==> config.mk <==
export PLATFORM = sky130hd
export DESIGN_NAME = instr_cache_set_multi
export DESIGN_NICKNAME = d
export VERILOG_FILES = /design/src/rtl/instr_cache_set_multi.sv
export SDC_FILE = /design/constraint.sdc
export NUM_CORES = 2
export LEC_CHECK = 0
export BUFFER_PORTS_ARGS = -buffer_cell sky130_fd_sc_hd__clkbuf_2
export CORE_ASPECT_RATIO = 0.75
export CORE_MARGIN = 3
export CORE_UTILIZATION = 40
export DETAILED_ROUTE_END_ITERATION = 8
export PLACE_DENSITY_LB_ADDON = 0.05
export SLEW_MARGIN = 0
export SYNTH_ARGS = -nofsm -noshare
export SYNTH_HDL_FRONTEND = slang
export SYNTH_SLANG_ARGS = --single-unit
==> constraint.sdc <==
create_clock -name clk -period 15.15 [get_ports clk]
set_input_delay 0.7575 -clock clk [delete_from_list [all_inputs] [get_ports clk]]
set_output_delay 0.7575 -clock clk [all_outputs]
set_load 0.02 [all_outputs]
==> src/rtl/instr_cache_set_multi.sv <==
// instr_cache_set_multi: one set of an E-way set-associative instruction cache
// with B-byte blocks and true-LRU replacement. A lookup is a combinational
// tag compare that returns one word-aligned 32-bit instruction on a hit. A miss
// refills the victim way over B/8 beats from a 64-bit refill bus.
//
// Refill handshake: RepReady is the valid strobe for RepWord. There is no
// ready back-pressure. Each rising edge with ActiveSet=1, no hit and
// RepReady=1 consumes one doubleword, lowest address first. Any edge without
// such a beat restarts the refill at beat 0.
//
// Optional feature: define INSTR_CACHE_SET_PERF_CNT_EN to add the HitCount
// and FillCount performance counters.
module instr_cache_set_multi #(
   parameter int B          = 64,
   parameter int NumTagBits = 26,
   parameter int E          = 4
) (
   input  logic                  clk,
   input  logic                  reset,
   input  logic                  ActiveSet,
   input  logic                  RepReady,
   input  logic [$clog2(B)-1:0]  Block,
   input  logic [NumTagBits-1:0] Tag,
   input  logic [63:0]           RepWord,
   output logic [31:0]           Data,
   output logic                  CacheMiss
`ifdef INSTR_CACHE_SET_PERF_CNT_EN
   ,
   output logic [31:0]           HitCount,
   output logic [31:0]           FillCount
`endif
);

   localparam int BEATS = B / 8;
   localparam int CW    = (BEATS > 1) ? $clog2(BEATS) : 1;
   localparam int AW    = $clog2(E);
   localparam int OW    = $clog2(B);

   logic [E-1:0]          valid;
   logic [NumTagBits-1:0] tags   [E];
   logic [B*8-1:0]        blocks [E];
   logic [AW-1:0]         ages   [E];   // 0 = most recent, E-1 = least recent
   logic [CW-1:0]         cnt;
   logic [AW-1:0]         victim_q;

   logic                  match;
   logic                  hit;
   logic [AW-1:0]         hit_way;
   logic [AW-1:0]         new_victim;
   logic [AW-1:0]         fill_way;
   logic                  fill;
   logic                  fill_first;
   logic                  fill_last;
   logic                  touch;
   logic [AW-1:0]         touch_way;
   logic [AW-1:0]         touch_age;
   logic [B*8-1:0]        hit_block;
   logic [OW-3:0]         word_sel;

   // Tag compare across all ways; at most one valid way can match.
   always_comb begin
      match   = 1'b0;
      hit_way = '0;
      for (int i = 0; i < E; i++) begin
         if (valid[i] && (tags[i] == Tag)) begin
            match   = 1'b1;
            hit_way = AW'(i);
         end
      end
      hit = ActiveSet & match;
   end

   // Block[1:0] is dropped so the returned word is always word-aligned.
   assign word_sel  = Block[OW-1:2];
   assign hit_block = blocks[hit_way];
   assign Data      = hit ? hit_block[{word_sel, 5'b0} +: 32] : 32'h0;
   assign CacheMiss = ~hit;

   // Victim choice: the lowest invalid way wins, otherwise the least recent way.
   always_comb begin
      new_victim = '0;
      for (int i = 0; i < E; i++) begin
         if (ages[i] == AW'(E - 1)) new_victim = AW'(i);
      end
      for (int i = E - 1; i >= 0; i--) begin
         if (!valid[i]) new_victim = AW'(i);
      end
   end

   // The victim is chosen on the first beat and then held until completion.
   assign fill       = ActiveSet & ~match & RepReady;
   assign fill_first = (cnt == '0);
   assign fill_last  = (cnt == CW'(BEATS - 1));
   assign fill_way   = fill_first ? new_victim : victim_q;
   assign touch      = hit | (fill & fill_last);
   assign touch_way  = hit ? hit_way : fill_way;
   assign touch_age  = ages[touch_way];

   // Valid bits, beat counter, latched victim and LRU ages.
   always_ff @(posedge clk) begin
      if (!reset) begin
         valid    <= '0;
         cnt      <= '0;
         victim_q <= '0;
         for (int i = 0; i < E; i++) ages[i] <= AW'(i);
      end else begin
         if (fill) begin
            // Invalidate on the first beat so a partly written block never hits.
            if (fill_first) begin
               valid[fill_way] <= 1'b0;
               victim_q        <= fill_way;
            end
            if (fill_last) begin
               valid[fill_way] <= 1'b1;
               cnt             <= '0;
            end else begin
               cnt <= cnt + 1'b1;
            end
         end else begin
            cnt <= '0;
         end
         if (touch) begin
            for (int i = 0; i < E; i++) begin
               if (AW'(i) == touch_way) ages[i] <= '0;
               else if (ages[i] < touch_age) ages[i] <= ages[i] + 1'b1;
            end
         end
      end
   end

   // Block data and tag storage; the tag is written with the last beat.
   always_ff @(posedge clk) begin
      if (reset && fill) begin
         blocks[fill_way][{cnt, 6'b0} +: 64] <= RepWord;
         if (fill_last) tags[fill_way] <= Tag;
      end
   end

`ifdef INSTR_CACHE_SET_PERF_CNT_EN
   // Hit and completed-refill counters, wrapping at 2^32.
   always_ff @(posedge clk) begin
      if (!reset) begin
         HitCount  <= '0;
         FillCount <= '0;
      end else begin
         if (hit) HitCount <= HitCount + 32'd1;
         if (fill && fill_last) FillCount <= FillCount + 32'd1;
      end
   end
`endif

endmodule

==> impl_metrics.yaml <==
run_status:
  status: "complete, no violations"
timing:
  fmaxAchievable_mhz: 126
  max_slew.worst_pin.slew_ns: 1.22
  setup_viol: 0
  relSlewSlack_pct: 18.6
  period_share_pct: 52.5
  holdWs_ns: 0.229
  min_period_ns: 7.95
  rsz0062_at_grt: "false"
  skew_ns: 0.0341
  drv_slew: 0
  hold_violations: 0
  setup_tns_ns: 0
synthesis:
  synth_edf_count: 2160
  synthCells: 6476
  synthFlopType: "edfxtp_1"
  synthSimpleGateAreaFrac_pct: 10.5
  syn_area_per_cell_um2: 13.9
  synth_top_family_by_area: "compound AO/OA/AOI/OAI gates"
  synth.distinct_cells: 79
  muxShareOfSynthArea_pct: 1.61
  ys_async_sr_fraction_pct: 0
  synth_top_area_share_pct: 72.2
  yosys-top-cells-area: "edfxtp_1, nand2_1, and3_1"
  synthAdderAreaFrac_pct: 0.0975
  seq_area_frac_synth_pct: 72.4
  ys_ff_latch: 2169
  synth_area_um2: 89800
  synth_warnings: 0
  synth_area_leader_cell: "edfxtp_1"
  synth-xor-area-share_pct: 1.08
  syn_nets: 6583
  synth_compound_area_share_pct: 11.7
cts:
  cts_root_buf: "clkbuf_16"
  clock_path_buffers: 4
  cts_tree: "yes"
  clkTransAtPathRegs_ns: 0.06
  cts_hold_buf: 0
  htree_num_levels: 4
  cts.sinks: 2169
  cts_setup_buffers: 0
  cts_resized: 0
  clk_latency_ns: 0.87
  numCtsBuffers: 227
setup_path:
  required_ns: 14.39
  endpoint: "Data[25]"
  worstRegToRegCells: 9
  worstSetupPathType: "reg2out"
  r2r-end: "blocks[0][217]"
  crit_fanout: 66
  start_kind: "flop"
  worstPathArrival_ns: 7.19
  reg2reg_slack_ns: 9.27
  end_kind: "output pin"
  r2r_start: "cnt[0]"
  critical_path.startpoint: "tags[3][3]"
route:
  drt-met1-wl_um: 145000
  via_per_inst: 6.11
  dr.pass1.iters: 5
  final_antenna_net_count: 0
  top_layer: "met5"
  drtIter0Drc: 6321
  num_vias: 58800
  wl_um: 328000
  wl_met3_um: 23800
  wl_met2_um: 150000
  drc: 0
  post_drt_wl_per_cell_um: 34.1
place:
  gp_congestion: 0.792
  portBuffers: 130
  hpwl_um: 178000
die:
  start_util_pct: 40.5
  dieWidth_um: 553
  dieArea_um2: 230000
  coreArea_um2: 221000
  rows: 149
  die_y_um: 416
  top_level_ports: 133
hold_path:
  hold_class: "in2reg"
  hold_start: "Tag[24]"
finish:
  n_fill_cell: 19700
  fin_nets: 6608
  areaGrowthSynthToFinish_pct: 12.5
  drive_gt1_share_pct: 11.8
  utilization_pct: 45.6
pwr:
  total_power_uw: 12300
  vdd_drop_max_uv: 98.6
  power.density_nw_per_um2: 122
  p_leak_uw: 0.0369
run:
  maxCapViolCount: 0
global_route:
  track_usage_pct: 27.9
  grt_pass1_vias: 57100
  gr-total-overflow: 0
  grt_first_pass_wirelength_um: 457000
  antenna_found_initial: 46
  grt_start_max_net_pins: 131
==> worst min path at each step <==
stage | slack [ns] | endpoint | cells past startpoint
6_report | 0.23 | tags[2][24] | 1
5_1_grt | 0.21 | tags[3][12] | 1
4_1_cts | 0.17 | tags[1][12] | 1
3_5_place_dp | 0.49 | victim_q[1] | 2
3_3_place_gp | 0.48 | victim_q[1] | 2
2_1_floorplan | 0.46 | victim_q[1] | 2
==> critical path, cell delays in order (launching register included) <==
cell	delay, ns
edfxtp_1	0.39
xnor2_1	0.26
nand4_1	0.16
or4_1	0.15
buf_4	0.42
or2_4	0.91
buf_4	0.69
buf_4	0.73
nand3_1	0.15
a311oi_1	0.73
o221a_2	0.35
o2bb2ai_1	0.12
a221oi_1	0.77
clkbuf_2	0.30
==> power by group <==
part           internal (µW)  switching, µW  leakage, µW  total, µW
registers               6530           1.85       0.0231       6530
logic                   77.9            244       0.0103        322
clock network           3130           2340      0.00345       5470
==> cell usage after synthesis, drive strengths merged (35+ instances only) <==
master  count
o22ai      43
nand4      45
edfxtp   2160
nand3      61
o21ai     432
and3      451
nor2      213
a31o       35
buf       125
o31ai      60
xnor2      79
a31oi     287
clkbuf    395
a211oi    245
or4        35
a211o      44
nand2     832
mux2i      40
mux4       46
and2      202
a21oi     249
==> through the flow <==
| step | area (µm²) | cells | setup WS (ns) |
|---|---|---|---|
| final | 101000 | 9630 | 7.20 |
| after global placement | 93900 | 9216 | 7.58 |
| after CTS | 101000 | 9621 | 7.21 |
| after floorplan | 89800 | 6476 | 9.55 |
| after detailed placement | 93900 | 9216 | 7.55 |
| after global routing | 101000 | 9624 | 7.10 |
==> placed cells by master (no fill, tap or decap), types with 14 or more instances in the layout <==
master     synthesis  final
clkinv_2           0     34
nor2_4             1     39
nand2_1          832    824
or4_1             34     34
nor2_1           210    170
and2_1           201    200
a21oi_1          249    249
clkinv_1           0     61
a211oi_1         245    245
o22ai_1           43     43
a21boi_0          14     14
or3_1             14     14
a211o_1           44     44
inv_1             27     26
nand4_1           45     45
o21ai_0          431    431
mux2i_1           40     40
bufinv_16          0     20
a31oi_1          287    287
a31o_2            34     34
a21o_1            27     27
o2111ai_1         14     14
nor4_1            17     15
xnor2_1           77     77
buf_4             15    177
nor3_1            29     26
clkbuf_16          0    233
xor2_1            30     30
a2bb2oi_1         14     14
clkbuf_1         394     51
and3_1           451    449
nand3_1           61     61
a32oi_1           14     14
mux4_2            46     46
edfxtp_1        2160   2160
o211ai_1          30     30
clkbuf_2           1    128
o31ai_1           60     60
==> state kept, by name, indices dropped and copies added, names as in the netlist <==
name and cells:
ages 8, victim_q 2, tags 104, blocks 2048, cnt 3, valid 4
==> routing by layer <==
metal  vias to the layer above  track usage, %
li1                      25100               -
met3                       471            4.31
met5                         -               0
met1                     30800            40.4
met4                         8            7.80
met2                      2425            43.6
==> cell type report <==
cell class	instances	area [µm²]	share of cell area (%)
Antenna cell	9	22.5	0.0223
Tap cell	2944	3680	3.65
Sequential cell	2169	65000	64.4
Multi-Input combinational cell	3759	22900	22.7
Inverter	28	105	0.104
Clock inverter	121	1050	1.04
Clock buffer	284	6020	5.96
Timing Repair Buffer	316	2180	2.16
==> cell families after synthesis <==
group,Yosys count
AOI/OAI and AO/OA,1627
xor gates and xnor gates,109
adders and majority gates,7
buffers and inverters,548
DFF,2169
muxes,87
and+or+nand+nor,1929
Note: power is estimated with default switching activity, not from simulation.
